[src/rtl/pulseox_seq_ctrl.sv]
// Pulse-ox sample buffer mode sequencer: idle -> diagnostic (bounded retries/timeout) -> streaming.
// Optional streaming watchdog is enabled by defining PULSEOX_WDOG_EN.
module pulseox_seq_ctrl #(
  parameter int DIAG_WAIT_CYC = 16,
  parameter int DIAG_RETRIES  = 2,
  parameter int WDOG_CYC      = 1000000,
  parameter int CNT_W         = 16
) (
  input  logic             clk,
  input  logic             in_reset,
  input  logic             in_start,
  input  logic             in_stop,
  input  logic [1:0]       in_diag_er,
  input  logic             in_afe_rdy,
  input  logic             in_new_samples,
  output logic [1:0]       out_data_control,
  output logic             out_strm_dn,
  output logic             out_busy,
  output logic             out_fault,
  output logic [1:0]       out_fault_code,
  output logic [CNT_W-1:0] out_frame_cnt,
  output logic [7:0]       out_overrun_cnt
);

  localparam int WAIT_W = (DIAG_WAIT_CYC > 2) ? $clog2(DIAG_WAIT_CYC) : 1;
  localparam int ATT_W  = $clog2(DIAG_RETRIES + 2);
  localparam logic [WAIT_W-1:0] WAIT_LAST = WAIT_W'(DIAG_WAIT_CYC - 1);
  localparam logic [ATT_W-1:0]  RETRY_MAX = ATT_W'(DIAG_RETRIES);

  typedef enum logic [2:0] {IDLE, DIAG, DIAG_CLR, STREAM, FAULT} state_t;

  state_t            state, next_state;
  logic [WAIT_W-1:0] wait_cnt;
  logic [ATT_W-1:0]  attempt;
  logic              frame_pending;
  logic [1:0]        entry_code;
  logic              wdog_trip;

  logic [1:0] ctl_next;
  logic       busy_next, fault_next;
  logic [1:0] code_next;
  logic       stream_active, fwd, frame_inc, ovr_inc, pending_next, start_clear;

  logic diag_pass, diag_fail;
  assign diag_pass = (in_diag_er == 2'b10);
  assign diag_fail = in_diag_er[0];

`ifdef PULSEOX_WDOG_EN
  localparam int WDOG_W = (WDOG_CYC > 2) ? $clog2(WDOG_CYC) : 1;
  localparam logic [WDOG_W-1:0] WDOG_LAST = WDOG_W'(WDOG_CYC - 1);
  logic [WDOG_W-1:0] wdog_cnt;

  // A frame completing in the same cycle restarts the watchdog rather than tripping it.
  assign wdog_trip = (state == STREAM) && (wdog_cnt == WDOG_LAST) && !in_new_samples;

  always_ff @(posedge clk or posedge in_reset) begin
    if (in_reset)
      wdog_cnt <= '0;
    else if (state == STREAM && next_state == STREAM && !in_new_samples)
      wdog_cnt <= wdog_cnt + 1'b1;
    else
      wdog_cnt <= '0;
  end
`else
  assign wdog_trip = 1'b0;
`endif

  always_ff @(posedge clk or posedge in_reset) begin
    if (in_reset)
      state <= IDLE;
    else
      state <= next_state;
  end

  always_comb begin
    next_state = state;
    entry_code = 2'b00;
    case (state)
      IDLE: begin
        if (in_start && !in_stop)
          next_state = DIAG;
      end
      DIAG: begin
        if (in_stop) begin
          next_state = IDLE;
        end else if (diag_pass) begin
          next_state = STREAM;
        end else if (diag_fail) begin
          if (attempt < RETRY_MAX) begin
            next_state = DIAG_CLR;
          end else begin
            next_state = FAULT;
            entry_code = 2'b01;
          end
        end else if (wait_cnt == WAIT_LAST) begin
          next_state = FAULT;
          entry_code = 2'b10;
        end
      end
      DIAG_CLR: next_state = in_stop ? IDLE : DIAG;
      STREAM: begin
        if (in_stop) begin
          next_state = IDLE;
        end else if (wdog_trip) begin
          next_state = FAULT;
          entry_code = 2'b11;
        end
      end
      FAULT: begin
        if (in_stop)
          next_state = IDLE;
      end
      default: next_state = IDLE;
    endcase
  end

  // Outputs are decoded from the upcoming state so every port comes straight from a flop.
  always_comb begin
    ctl_next   = 2'b00;
    busy_next  = 1'b0;
    fault_next = 1'b0;
    code_next  = 2'b00;
    case (next_state)
      DIAG:     begin ctl_next = 2'b01; busy_next = 1'b1; end
      DIAG_CLR: busy_next = 1'b1;
      STREAM:   begin ctl_next = 2'b10; busy_next = 1'b1; end
      FAULT: begin
        fault_next = 1'b1;
        code_next  = (state == FAULT) ? out_fault_code : entry_code;
      end
      default: ;
    endcase

    stream_active = (state == STREAM) && (next_state == STREAM);
    fwd           = stream_active && in_afe_rdy && (!frame_pending || in_new_samples);
    frame_inc     = stream_active && in_new_samples;
    ovr_inc       = stream_active && in_afe_rdy && frame_pending && !in_new_samples;
    if (!stream_active)
      pending_next = 1'b0;
    else if (fwd)
      pending_next = 1'b1;
    else if (in_new_samples)
      pending_next = 1'b0;
    else
      pending_next = frame_pending;
    start_clear = (state == IDLE) && (next_state == DIAG);
  end

  always_ff @(posedge clk or posedge in_reset) begin
    if (in_reset) begin
      out_data_control <= 2'b00;
      out_busy         <= 1'b0;
      out_fault        <= 1'b0;
      out_fault_code   <= 2'b00;
      out_strm_dn      <= 1'b0;
      frame_pending    <= 1'b0;
      out_frame_cnt    <= '0;
      out_overrun_cnt  <= 8'd0;
      wait_cnt         <= '0;
      attempt          <= '0;
    end else begin
      out_data_control <= ctl_next;
      out_busy         <= busy_next;
      out_fault        <= fault_next;
      out_fault_code   <= code_next;
      out_strm_dn      <= fwd;
      frame_pending    <= pending_next;

      if (start_clear)
        out_frame_cnt <= '0;
      else if (frame_inc)
        out_frame_cnt <= out_frame_cnt + 1'b1;

      if (start_clear)
        out_overrun_cnt <= 8'd0;
      else if (ovr_inc && out_overrun_cnt != 8'hFF)
        out_overrun_cnt <= out_overrun_cnt + 8'd1;

      if (state == DIAG && next_state == DIAG)
        wait_cnt <= wait_cnt + 1'b1;
      else
        wait_cnt <= '0;

      if (start_clear)
        attempt <= '0;
      else if (state == DIAG && next_state == DIAG_CLR)
        attempt <= attempt + 1'b1;
    end
  end

endmodule

[config.mk]
export PLATFORM = sky130hd
export DESIGN_NAME = pulseox_seq_ctrl
export DESIGN_NICKNAME = d
export VERILOG_FILES = /design/src/rtl/pulseox_seq_ctrl.sv
export SDC_FILE = /design/constraint.sdc
export NUM_CORES = 1
export LEC_CHECK = 0
export ABC_AREA = 1
export CORE_MARGIN = 3
export CORE_UTILIZATION = 30
export DETAILED_ROUTE_END_ITERATION = 7
export GPL_TIMING_DRIVEN = 0
export PLACE_DENSITY = 0.62
export SLEW_MARGIN = 5
export SYNTH_ARGS = -nofsm -noshare
export SYNTH_HDL_FRONTEND = slang
export SYNTH_SLANG_ARGS = --single-unit
[constraint.sdc]
create_clock -name clk -period 1.48 [get_ports clk]
set_input_delay 0.296 -clock clk [delete_from_list [all_inputs] [get_ports clk]]
set_output_delay 0.296 -clock clk [all_outputs]
set_load 0.02 [all_outputs]
# Yosys cells after proc, flatten, opt, wreduce, memory -nomap -nowiden
# Cells that the tools add are included.
# W data, S select, Z words.
dict set report op_classes {
  n_addsub 4
  div 0
  n_lt_le_gt_ge 1
  reduce_logical 21
  multipliers 0
  bitwise_logic 0
  muxes 30
  n_eq_ne 13
  n_shift 0
}
# cell n
set op_table {}
lappend op_table {{$mux W16} 2}
lappend op_table {{$mux W3} 7}
lappend op_table {{$mux W2} 9}
lappend op_table {{$add A16 B1 Y16 const B} 1}
lappend op_table {{$mux W8} 2}
lappend op_table {{$eq A3 B2 Y1 const B} 4}
lappend op_table {{$pmux W3 S4} 1}
lappend op_table {{$logic_and A1 B1 Y1} 11}
lappend op_table {{$add A8 B1 Y8 const B} 1}
lappend op_table {{$ne A8 B8 Y1 const B} 1}
lappend op_table {{$mux W1} 7}
lappend op_table {{$eq A3 B1 Y1 const B} 2}
lappend op_table {{$eq A3 B3 Y1 const B} 2}
lappend op_table {{$reduce_bool A2 Y1} 3}
lappend op_table {{$add A4 B1 Y4 const B} 1}
lappend op_table {{$eq A4 B4 Y1 const B} 1}
lappend op_table {{$mux W4} 1}
lappend op_table {{$pmux W2 S2} 1}
lappend op_table {{$logic_not A1 Y1} 3}
lappend op_table {{$logic_not A3 Y1} 1}
lappend op_table {{$ne A3 B2 Y1 const B} 1}
lappend op_table {{$reduce_or A3 Y1} 1}
lappend op_table {{$add A2 B1 Y2 const B} 1}
lappend op_table {{$eq A2 B2 Y1 const B} 1}
lappend op_table {{4 further kinds} 4}
dict set report word_totals {
  elab_cells 80
  ramBits 0
  memories 0
  ff_bits 41
  out_inout_bits 31
  latch_bits 0
  rom_bits 0
}

# Longest topological paths before layout
dict set report logic_depth {
  word_depth 14
  depth_mapped 10
  depth_no_buf 10
}

# Worst setup path before layout
# OpenSTA, ideal clock, no wires.
dict set report synth_path {
  path_kind {reg2reg}
  from {reg out_frame_cnt[1]}
  to {reg out_frame_cnt[10]}
  synth_period_minus_slack_ns 1.500
  arrival_ns 1.380
  setup_time_ns 0.120
  path_stages_with_launch 9
  n_path_buf 0
  path_slack_ns -0.020
  cell_sequence {dfrtp_1 > ha_1 > nand2_1 > nor2_2 > nand2_1 > nor3_1 > nand3_1 > nand2_1 > nor2_1}
}
dict set report synth_via {
  elab_chain_len 3
}
# item line
set synth_lines {}
lappend synth_lines {{start: declaration} 21} ;# output logic [CNT_W-1:0] out_frame_cnt,
lappend synth_lines {{start signal: assignment} 172} ;# out_frame_cnt <= out_frame_cnt + 1'b1;
lappend synth_lines {{$add A16 B1 Y16} 172}
lappend synth_lines {{$mux W16} 171} ;# else if (frame_inc)
lappend synth_lines {{$mux W16} 169} ;# if (start_clear)
# Every way passes these cells. The select of a mux whose other input is x is not followed.
# A chain may end at the register's enable or synchronous reset.

# Final worst setup path
dict set report layout_path {
  from {reg out_frame_cnt[6]}
  to {out out_frame_cnt[6]}
}
# No word-level cell between the ends.

==> run summary <==
Top delay family on crit path: flip-flops
share of layout cells above drive strength 1: 23.5%
vias per inst: 4.78
Lkg Pwr: 0.00161 µW
Slew headroom: 78.8%
Hold WC Path Type: in2async
part of the Yosys area used for sequential elements: 46.4%
die area: 8440 µm²
Mapped Area: 2210 µm²
IR drop worst, VDD: 0.000370 V
CP cell instances: dlygate4sd2_1
register bit total from synthesis: 41
Starting Density: 31.7%
Setup CP Type: reg2out
Mapped Nets: 301
Critical-path top delay cell: dfrtp_1
slowest cell delay on critical path: 0.51 ns
n_diodes: 0
final core utilization: 45.2%
status: complete, no violations
crit path launch type: flop
Port Buffer Count: 38
# DRC: 0
DR vias: 2172
CTS buffer count: 5
Yosys warnings: 0
minimum clock period: 1.48 ns
final hold viol count: 0
CP Data Arrival Time: 1.18 ns
PD cells: 770 nW/µm²
area grow syn2layout: 42.6%
number of global-route vias before repair: 2001
Synth Area per Inst: 7.62 µm²
num ports: 39
CP Max Fanout: 6
GPL Wtd Cong: 0.832
H-tree depth: 2
first-pass GRT wire length: 9.50 mm
Worst Max-Slew Pin Slew: 0.317 ns
largest net degree at the start of global routing: 29
Max Transition Viols Final: 0
DR pass1 iterations: 4
setup violation total in the final timing report: 0
die width: 91.8 µm
clock insertion delay at the later pin of the skew report: 0.30 ns
Critical Path Stages: 1
Reg clk slew, reported paths: 0.09 ns
Tcrit/Tclk final: 100%
post-detail-place hpwl: 3.92 mm
commonest non-fill, non-tap cells in the layout: nand2_1 (70), nor2_1 (35), dfrtp_1 (34)
reg2reg path depth: 8
Max Clk Rate: 676 MHz
Placed Cells incl. Taps: 425
aggregate global routing overflow: 0
global-route usage over all layers: 13.8%
clock sink total: 41
Final Skew: 0.00919 ns
Buf+Inv Stages, Crit Path: 1
Yosys cell types: 25
Die H: 91.8 µm
Wirelength per Cell: 12.6 µm
# rows: 30
1st-iter DRT viols: 82
CTS Hold Bufs: 0
Crit. End Element: primary output
TritonCTS clock tree: yes
CORE AREA: 6980 µm²
RSZ-0062 raised after global routing: true
ANT nets after route: 0
nets: 368
Bufs on Longest Clock Path: 2
Post-Syn Instances: 290
commonest non-fill, non-tap cell in the layout: nand2_1
initial antenna violation count: 0
max-cap viol count: 0
final wirelength: 5.74 mm
CP Data Required Time: 1.18 ns
final std cells w/o fill: 454
Root Driver: clkbuf_8
worst paths after layout:
check,to,startpoint,slack (ns)
setup / recovery,out_frame_cnt[6],out_frame_cnt[6],0.0003
hold / removal,out_frame_cnt[0],in_reset,0.26
setup reg to reg,out_frame_cnt[10],out_frame_cnt[0],0.06
hold reg to reg,wait_cnt[0],wait_cnt[0],0.46
max in group asynchronous,state[1],in_reset,0.75
min in group clk,wait_cnt[0],wait_cnt[0],0.46
through the flow:
step / power, µW / area [µm²] / worst slack [ns] / TNS [ns] / hold slack (ns)
5_1_grt: 2540 / 3150 / -0.0457 / -0.522 / 0.306
2_1_floorplan: 1360 / 2210 / 0.00330 / 0 / 0.433
3_5_place_dp: 1470 / 2730 / -0.468 / -11.13 / 0.454
3_3_place_gp: 1460 / 2710 / -0.818 / -38.64 / 0.449
4_1_cts: 2400 / 2900 / 0.0127 / 0 / 0.274
6_report: 2430 / 3150 / 0.000349 / 0 / 0.260
state kept, by name, summed over array words and instances (netlist names):
signal            cells
out_strm_dn           1
out_busy              1
state                 3
out_fault_code        2
out_fault             1
out_frame_cnt        16
out_overrun_cnt       8
out_data_control      2
frame_pending         1
attempt               2
wait_cnt              4
final cells by class:
type                            instances  area, µm²
Inverter                               34        133
Clock inverter                          3       46.3
Fill cell                             732       3830
Sequential cell                        41       1030
Buffer                                  4       36.3
Clock buffer                            5       68.8
Timing Repair Buffer                   59        541
Multi-Input combinational cell        212       1170
Tap cell                               96        120
cell usage after synthesis (all sizes together):
cell / instances / area share [%]
a21oi: 7 / 1.6
a22o: 1 / 0.40
buf: 2 / 0.57
clkbuf: 2 / 0.34
dfrtp: 41 / 46
ha: 3 / 1.7
inv: 34 / 5.8
nand2: 82 / 14
nand3: 29 / 6.6
nand3b: 1 / 0.34
nand4: 17 / 5.5
nor2: 45 / 8.7
nor3: 7 / 2.0
o21ai: 10 / 2.3
o21bai: 1 / 0.34
o31ai: 2 / 0.68
xnor2: 2 / 0.79
xor2: 4 / 1.6
logic make-up (layout without fill, tap and decap cells):
group,after synthesis,count (layout),synth area share (%)
adder cells (fa/ha/maj),3,3,1.70
AND/OR/NAND/NOR,181,182,37.6
flip-flops,41,41,46.4
XOR/XNOR,6,6,2.38
buffers and inverters,38,105,6.68
AO/OA/AOI/OAI,21,21,5.26
power by group:
part | switching [µW] | leakage (µW) | internal [µW]
combinational | 192 | 0.00100 | 120
clock | 421 | 0.0000543 | 505
sequential | 31.9 | 0.000557 | 1160
total | 645 | 0.00161 | 1780
layer usage:
metal  share of wire (%)  wire (µm)  vias up  global-route usage [%]
li1                    -          -     1082                       -
met1                  45       2580     1016                    17.7
met2                  48       2760       63                    22.3
met3                 5.5        315       11                    3.86
met4                 1.7         96        0                    5.07
met5                   0          0        -                       0
what timing repair did:
| action | in CTS | in global routing |
|---|---|---|
| resized for setup | 42 | 48 |
| endpoints found under the setup margin | 60 | 36 |
| pin swaps | 4 | 16 |
| gates cloned | 1 | 1 |
| buffers inserted | 7 | 12 |
(Power assumes the default switching activity.)
